**config.mk**
```make
export PLATFORM = sky130hd
export DESIGN_NAME = weighted_sum_mac
export DESIGN_NICKNAME = d
export VERILOG_FILES = /design/src/rtl/nn_pkg.sv /design/src/rtl/sat_clamp.sv /design/src/rtl/weighted_sum_mac.sv
export SDC_FILE = /design/constraint.sdc
export NUM_CORES = 1
export LEC_CHECK = 0
export CORE_UTILIZATION = 28
export CTS_CLUSTER_SIZE = 28
export DETAILED_ROUTE_END_ITERATION = 8
export PLACE_DENSITY_LB_ADDON = 0.1
export RECOVER_POWER = 25
export SKIP_LAST_GASP = 1
export SYNTH_ARGS = -nofsm -noshare
export SYNTH_HDL_FRONTEND = slang
export SYNTH_SLANG_ARGS = --single-unit
export TNS_END_PERCENT = 5
```
**constraint.sdc**
```tcl
create_clock -name Clock -period 10.7 [get_ports Clock]
set_input_delay 3.21 -clock Clock [delete_from_list [all_inputs] [get_ports Clock]]
set_output_delay 3.21 -clock Clock [all_outputs]
set_load 0.03 [all_outputs]
```
**src/rtl/nn_pkg.sv**
```systemverilog
// Shared definitions for the neuron datapath: default widths, MAC state encoding
// and the output saturation limits used by every stage that narrows to OW bits.
package nn_pkg;

    localparam int DEF_N    = 10;   // weight/input pairs per neuron
    localparam int DEF_WW   = 10;   // weight width (signed)
    localparam int DEF_XW   = 10;   // activation width (signed)
    localparam int DEF_ACCW = 24;   // accumulator width, >= WW+XW+clog2(N+1)
    localparam int OW       = 16;   // saturated output width (signed)

    // Most positive and most negative OW-bit two's complement values.
    localparam logic signed [OW-1:0] SAT_MAX = {1'b0, {(OW-1){1'b1}}};
    localparam logic signed [OW-1:0] SAT_MIN = {1'b1, {(OW-1){1'b0}}};

    typedef enum logic {
        IDLE = 1'b0,
        ACC  = 1'b1
    } mac_state_t;

endpackage

```
**src/rtl/sat_clamp.sv**
```systemverilog
// Combinational signed saturation from a wide IW-bit value down to OW bits.
// Values beyond the OW-bit range clamp to SAT_MAX / SAT_MIN instead of wrapping.
module sat_clamp
    import nn_pkg::*;
#(
    parameter int IW = DEF_ACCW
) (
    input  logic signed [IW-1:0] din,
    output logic signed [OW-1:0] dout
);

    // Limits sign-extended into the input domain so the compare is exact.
    localparam logic signed [IW-1:0] HI = IW'(SAT_MAX);
    localparam logic signed [IW-1:0] LO = IW'(SAT_MIN);

    // Clamp to the representable output range, otherwise pass the low bits through.
    always_comb begin
        dout = din[OW-1:0];
        if (din > HI) begin
            dout = SAT_MAX;
        end else if (din < LO) begin
            dout = SAT_MIN;
        end
    end

endmodule

```
**src/rtl/weighted_sum_mac.sv**
```systemverilog
// Sequential multiply-accumulate for one neuron: y = sat(bias + sum(w[i]*x[i])).
// Operands are snapshotted on Start so the upstream weight bus may move on while
// the N products are accumulated, one per clock.
module weighted_sum_mac
    import nn_pkg::*;
#(
    parameter int N    = DEF_N,
    parameter int WW   = DEF_WW,
    parameter int XW   = DEF_XW,
    parameter int ACCW = DEF_ACCW
) (
    input  logic                 Clock,
    input  logic                 Rst,      // asynchronous, active low
    input  logic                 Start,
    input  logic signed [WW-1:0] W_in [N],
    input  logic signed [XW-1:0] X_in [N],
    input  logic signed [WW-1:0] Bias,
    output logic                 Busy,
    output logic                 Done,
    output logic signed [OW-1:0] Y
);

    // Index must still be at least one bit wide when N=1.
    localparam int IDXW = (N > 1) ? $clog2(N) : 1;
    localparam int PW   = WW + XW;

    mac_state_t              state_reg, state_next;
    logic [IDXW-1:0]         index_reg, index_next;
    logic signed [ACCW-1:0]  acc_reg,   acc_next;
    logic                    busy_reg,  busy_next;
    logic                    done_reg,  done_next;
    logic signed [OW-1:0]    y_reg,     y_next;
    logic                    load_snap;

    logic signed [WW-1:0]    w_snap_reg [N];
    logic signed [XW-1:0]    x_snap_reg [N];

    logic signed [PW-1:0]    prod;
    logic signed [ACCW-1:0]  acc_sum;
    logic signed [OW-1:0]    y_sat;
    logic                    last_term;

    // Full-precision product of the current pair, accumulated after sign extension.
    assign prod      = w_snap_reg[index_reg] * x_snap_reg[index_reg];
    assign acc_sum   = acc_reg + ACCW'(prod);
    assign last_term = (index_reg == IDXW'(N - 1));

    sat_clamp #(
        .IW (ACCW)
    ) u_sat (
        .din  (acc_sum),
        .dout (y_sat)
    );

    // Snapshot registers: each weight/activation pair latched only when a job launches.
    generate
        for (genvar gi = 0; gi < N; gi++) begin : g_snap
            // Capture pair gi on an accepted Start; hold otherwise.
            always_ff @(posedge Clock or negedge Rst) begin
                if (!Rst) begin
                    w_snap_reg[gi] <= '0;
                    x_snap_reg[gi] <= '0;
                end else if (load_snap) begin
                    w_snap_reg[gi] <= W_in[gi];
                    x_snap_reg[gi] <= X_in[gi];
                end
            end
        end
    endgenerate

    // Next-state and datapath control; Start is only honoured in IDLE.
    always_comb begin
        state_next = state_reg;
        index_next = index_reg;
        acc_next   = acc_reg;
        busy_next  = busy_reg;
        done_next  = 1'b0;
        y_next     = y_reg;
        load_snap  = 1'b0;
        case (state_reg)
            IDLE: begin
                if (Start) begin
                    load_snap  = 1'b1;
                    acc_next   = ACCW'(Bias);
                    index_next = '0;
                    busy_next  = 1'b1;
                    state_next = ACC;
                end
            end
            ACC: begin
                acc_next = acc_sum;
                if (last_term) begin
                    y_next     = y_sat;
                    done_next  = 1'b1;
                    busy_next  = 1'b0;
                    index_next = '0;
                    state_next = IDLE;
                end else begin
                    index_next = index_reg + IDXW'(1);
                end
            end
            default: begin
                state_next = IDLE;
                busy_next  = 1'b0;
                index_next = '0;
            end
        endcase
    end

    // State, accumulator and output registers; reset aborts any job in flight.
    always_ff @(posedge Clock or negedge Rst) begin
        if (!Rst) begin
            state_reg <= IDLE;
            index_reg <= '0;
            acc_reg   <= '0;
            busy_reg  <= 1'b0;
            done_reg  <= 1'b0;
            y_reg     <= '0;
        end else begin
            state_reg <= state_next;
            index_reg <= index_next;
            acc_reg   <= acc_next;
            busy_reg  <= busy_next;
            done_reg  <= done_next;
            y_reg     <= y_next;
        end
    end

    assign Busy = busy_reg;
    assign Done = done_reg;
    assign Y    = y_reg;

endmodule

```
======== After elaboration in Yosys (flattened, before gate mapping) ========
Cells that the tools add are included.
word-level totals
  register bits ........................... 247
  input bits .............................. 213
operators by class
  $add $sub $neg .......................... 2
  multipliers ............................. 1
  magnitude comparators ................... 3
  equal/unequal tests ..................... 3
  multiplexer cells ....................... 22
  bitwise logic cells ..................... 2
  reduce and logical (&&, ||, !) cells .... 2
operator list
  kind                                                                               count
  10-bit binary-select mux with 4-bit select                                         2
  24-bit case mux with 2 select lines                                                1
  10-bit two-way mux                                                                 4
  16-bit two-way mux                                                                 2
  24-bit by 20-bit adder with 24-bit output                                          1
  24-bit by 16-bit greater-than comparator with 1-bit output, second input constant  1
  24-bit by 16-bit less-than comparator with 1-bit output, second input constant     1
  24-bit two-way mux                                                                 1
  10-bit by 10-bit multiplier with 20-bit output                                     1
  4-bit two-way mux                                                                  2
  4-bit case mux with 2 select lines                                                 1
  1-bit two-way mux                                                                  7
  5-bit greater-or-equal comparator, second input constant                           1
  4-bit NOT with 5-bit output                                                        1
  4-bit by 1-bit adder with 4-bit output, second input constant                      1
  4-bit equality test, second input constant                                         1
  1-bit case mux with 2 select lines                                                 2
  2-bit AND reduction                                                                2
  2-bit by 1-bit inequality test with 1-bit output, second input constant            1
  2-bit inequality test, second input constant                                       1
  1-bit NOT                                                                          1

======== Depth between registers and ports, before layout ========
  word-level depth ........................ 9
  gate-level depth with buffers ........... 29
  mapped depth without buffers ............ 25

======== By module ========
Synthesis repeated with hierarchy kept, for this count alone.
second synthesis, totals
  cells, all modules ...................... 1,853
  area, all modules ....................... 16,712.3 µm²
modules (own cells, without submodules)
  module            times used  cells an instance  area each (µm²)  sequential area each (µm²)
  weighted_sum_mac  1           1,810              16,398.2         6,180.9
  sat_clamp         1           43                 314.1            0.0

======== Worst setup path after synthesis ========
No wires, ideal clock.
  kind .................................... register to register
  start point ............................. register index_reg[0]
  end point ............................... register y_reg[5], in the netlist Y[5]
  data arrival time ....................... 7,284 ps
  setup slack ............................. 3,286 ps
  cell stages (with the launch flop) ...... 30
  path buffers ............................ 5
  path through ............................ dfrtp_1 -> buf_4 -> buf_2 -> buf_2 -> mux2_2 -> a22oi_1 -> o2bb2ai_1 -> inv_1 -> or2_2 -> inv_1 -> fa_1 -> inv_1 -> fa_1 -> inv_1 -> fa_1 -> fa_1 -> inv_1 -> fa_1 -> inv_1 -> ha_1 -> buf_6 -> a211oi_1 -> o21ai_0 -> a32o_1 -> a41oi_1 -> mux2_2 -> nand2b_1 -> buf_4 -> o32ai_1 -> a21oi_1
on the way
  word-level cells in the longest chain between the ends .. 9
  elaborated cells on any way between the ends .. 15
  those cells by class .................... add/sub (1); mul (1); order compare (2); eq/ne (1); mux (8); bitwise (1); reduce/logical (1)
ends and longest elaborated chain
  element                                                  line                     source
  from (decl)                                              weighted_sum_mac.sv:28   logic [IDXW-1:0] index_reg, index_next;
  from (signal assigned)                                   weighted_sum_mac.sv:121  index_reg <= index_next;
  4-bit NOT with 5-bit output (implied by the code)        weighted_sum_mac.sv:44   assign prod = w_snap_reg[index_reg] * x_snap_reg[index_reg];
  10-bit binary-select mux with 4-bit select               weighted_sum_mac.sv:44
  10-bit two-way mux (implied by the code) (2 in a row)    weighted_sum_mac.sv:44
  10-bit by 10-bit multiplier with 20-bit output           weighted_sum_mac.sv:44
  24-bit by 20-bit adder with 24-bit output                weighted_sum_mac.sv:45   assign acc_sum = acc_reg + ACCW'(prod);
  24-bit by 16-bit less-than comparator with 1-bit output  sat_clamp.sv:21          end else if (din < LO) begin
  16-bit two-way mux                                       sat_clamp.sv:21
  16-bit two-way mux                                       sat_clamp.sv:19          if (din > HI) begin
  to (signal assigned)                                     weighted_sum_mac.sv:125  y_reg <= y_next;
  to (decl)                                                weighted_sum_mac.sv:32   logic signed [OW-1:0] y_reg, y_next;
Several ways; a longest one is shown, not always the timed one. The select of a mux whose other input is x is not followed.
A chain may end at the register's enable or synchronous reset.

======== Worst setup path after layout ========
  start point ............................. register index_reg[0]
  end point ............................... register y_reg[3], in the netlist Y[3]
Same word-level chain as after synthesis.

==> results by group <==
Routing
  – Number of remaining DRC errors: 0
  – First drt pass iteration count: 5
  – Vias: 13173
  – Drt initial violations: 701
  – Final WL: 54.0 mm
  – Drt wl/cell: 19.1 microns
  – Remaining antenna violation count: 0
  – Vias/cell: 4.67

Logic synthesis
  – Asr flop ratio synth: 100%
  – Post-Syn Area per Cell: 9.12 sq um
  – Register area share after synthesis: 36.9%
  – Post-Synthesis Cells: 1837
  – Yosys reg bits: 247
  – Synth Flop Type: dfrtp_1
  – Post-synth cell types: 71
  – Number of synthesized flops with an enable pin: 0
  – Post-synth design cell area: 16800 sq um
  – Synth warn: 0
  – Mapped Nets: 2239

Timing
  – Min Tclk post-route: 9.05 ns
  – Setup Viol. Count Final: 0
  – Setup tns final: 0 ns
  – RSZ-0062 raised after global routing: false
  – Final Max Slew Viols: 90
  – Worst hold slack: 0.468 ns
  – Worst Max-Slew Pin Slew: 5.41 ns
  – Max transition margin: -260%
  – Tcrit/Tclk final: 84.6%
  – Worst Skew: 0.0286 ns
  – Fmax: 0.110 GHz
  – Final hold vios: 0

Worst setup path
  – WS Path Type: flip-flop to flip-flop
  – Reg-to-reg startpoint: index_reg[0]
  – Reg2Reg Depth: 23
  – Crit path max fanout: 25
  – Worst R2R Setup Slack: 1.65 ns
  – Kind of start point of the critical path: flip-flop
  – Worst path arrival time: 9.52 ns
  – R2r endpoint: Y[3]
  – CP endpoint kind: flip-flop
  – CP required: 11.16 ns

Clock tree
  – Clk slew on worst S/H paths: 0.06 ns
  – Postcts setup bufs: 0
  – Cts hold-fix bufs: 0
  – Clk sink count: 247
  – CTS H-Tree Depth: 1
  – Clock latency on the worst-skew pair: 0.60 ns
  – CTS tree: done
  – Root Driver: clkbuf_16
  – Post-cts resize count: 0
  – TritonCTS Buffers: 30
  – Max Root-Sink Buffers: 3

Placement
  – DP HPWL: 40.7 mm
  – PortBufs: 230
  – GP Congestion: 0.839

Hold path
  – Hold path depth: 2
  – Hold Path Origin: x_snap_reg[17]
  – Worst hold path class: flip-flop to flip-flop
  – Worst hold path endpoint: x_snap_reg[17]

Finish
  – Fillcell total: 6140
  – Share of cells above drive strength 1: 7.42%
  – Nets: 2426
  – N_diodes: 0
  – P&R area growth vs syn: 24.4%

Floorplan
  – Die width: 247 microns
  – I/O pin count: 231
  – Core Region: 59000 sq um
  – Initial core utilization: 28.4%
  – Die area: 60800 sq um
  – Row count: 89
  – Die Y-Extent: 247 microns

Global routing
  – Vias in the first global route: 14233
  – Tot GR Track Use: 18.2%
  – Grt ovf: 0
  – First-pass GRT wire length: 84.6 mm
  – Pin count of the biggest net entering global routing: 201
  – Antenna violations before repair: 0

Status
  – Outcome: finished with violations
  – Failing checks: max-capacitance violations, max-slew violations

Job
  – Max-Cap Viols: 1
==> cell usage after synthesis (3+ instances only) <==
cell | number | area (sq um)
mux2_2 | 22 | 248
o2bb2ai_1 | 12 | 105
xnor2_1 | 10 | 87.6
or2_2 | 5 | 31.3
nand2b_1 | 9 | 56.3
nor2_1 | 46 | 173
nor3_1 | 10 | 50.1
mux2i_1 | 11 | 110
xor2_1 | 7 | 61.3
fa_1 | 124 | 2480
a211o_1 | 3 | 26.3
a31oi_1 | 5 | 31.3
and2_1 | 9 | 56.3
a211oi_1 | 10 | 75.1
buf_1 | 5 | 18.8
a21oi_1 | 40 | 200
nand2_1 | 682 | 2560
a2bb2oi_1 | 5 | 43.8
nand3_1 | 7 | 35.0
buf_6 | 4 | 45.0
buf_2 | 8 | 40.0
inv_1 | 213 | 800
o211ai_1 | 5 | 37.5
clkbuf_1 | 72 | 270
o21bai_1 | 7 | 52.6
a21o_1 | 7 | 52.6
o21ai_0 | 37 | 185
a221oi_1 | 5 | 43.8
nand4_1 | 14 | 87.6
buf_4 | 4 | 30.0
mux4_2 | 39 | 878
a22oi_1 | 19 | 143
o32ai_1 | 4 | 35.0
nor2b_1 | 13 | 81.3
o32ai_2 | 5 | 81.3
dfrtp_1 | 247 | 6180
ha_1 | 65 | 813
==> layer usage <==
layer	wire [microns]	GRT usage, %	vias up
li1	-	-	6230
met1	25200	25.1	6627
met2	25900	30.7	259
met3	1860	1.94	57
met4	1070	4.12	0
met5	0	0	-
==> per-stage QoR <==
step           setup WS, ns  std cells  instance area (sq um)  utilization (%)
2_1_floorplan          3.29       1837                  16800                -
3_3_place_gp           1.88       2765                  19800             33.6
3_5_place_dp           1.63       2765                  19800             33.6
4_1_cts                1.61       2821                  20900             35.3
5_1_grt               0.968       2821                  20800             35.3
6_report               1.65       2821                  20800             35.3
==> worst max path at each step <==
stage               depth (start not counted)          from   end  slack [ns]
floorplan                                  29  index_reg[0]  Y[5]        3.29
global route                               23  index_reg[0]  Y[1]        0.97
detailed placement                         24  index_reg[0]  Y[1]        1.63
finish                                     23  index_reg[0]  Y[3]        1.65
CTS                                        23  index_reg[0]  Y[3]        1.61
global placement                           23  index_reg[1]  Y[3]        1.88
==> kinds of logic (layout without fill, tap and decap cells) <==
| group | after synthesis | count (layout) | share of synthesized area, % |
|---|---|---|---|
| adders and majority gates | 189 | 189 | 19.7 |
| DFF | 247 | 247 | 36.9 |
| xor gates and xnor gates | 17 | 17 | 0.889 |
| muxes | 73 | 73 | 7.45 |
| and+or+nand+nor | 813 | 813 | 19.7 |
| AOI/OAI and AO/OA | 190 | 190 | 8.21 |
| buffers and inverters | 308 | 519 | 7.23 |
==> worst max-delay path, cell delays in order, from the launching register on <==
cell and delay, ns:
dfrtp_4 0.77, buf_4 0.29, mux4_2 0.52, a22oi_1 0.20, a2bb2oi_1 0.67, inv_1 0.19
nand2_1 0.15, fa_1 0.42, fa_1 0.57, inv_1 0.06, fa_1 0.45, fa_1 0.50
inv_1 0.06, fa_1 0.53, inv_1 0.04, ha_1 0.34, a21oi_1 0.20, o211ai_1 0.17
a221o_1 0.45, a41oi_1 0.40, nand2_1 0.16, nor4_2 0.98, nand3_1 0.39, a221oi_1 0.36
==> placed cells by master (no fill, tap or decap), drive strengths merged, types with 5 or more instances in the layout <==
cell           count
nand2            682
dfrtp            247
clkdlybuf4s50    228
inv              214
fa               124
ha                65
nor2              46
clkbuf            46
a21oi             41
mux4              39
o21ai             38
mux2              23
a22oi             19
buf               16
nand4             14
nor2b             13
o2bb2ai           12
a211oi            12
mux2i             11
nor3              10
xnor2             10
and2               9
nand2b             9
clkinv             9
o32ai              9
a21o               7
xor2               7
nand3              7
o21bai             7
o211ai             6
a221oi             6
a2bb2oi            5
or2                5
a31oi              5
==> cell type report <==
cell class / instances / area, sq um / share of cell area (%)
clock buffer: 43 / 860 / 4.13
clock inverter: 13 / 174 / 0.835
inverter: 215 / 807 / 3.87
multi-input combinational: 1282 / 9380 / 45.0
sequential: 247 / 6190 / 29.7
tap: 773 / 967 / 4.64
timing repair buffer: 248 / 2460 / 11.8
Power is left out: the tool's default activity adds up to more than one toggle a clock period on the data nets, which glitch-free logic cannot reach.
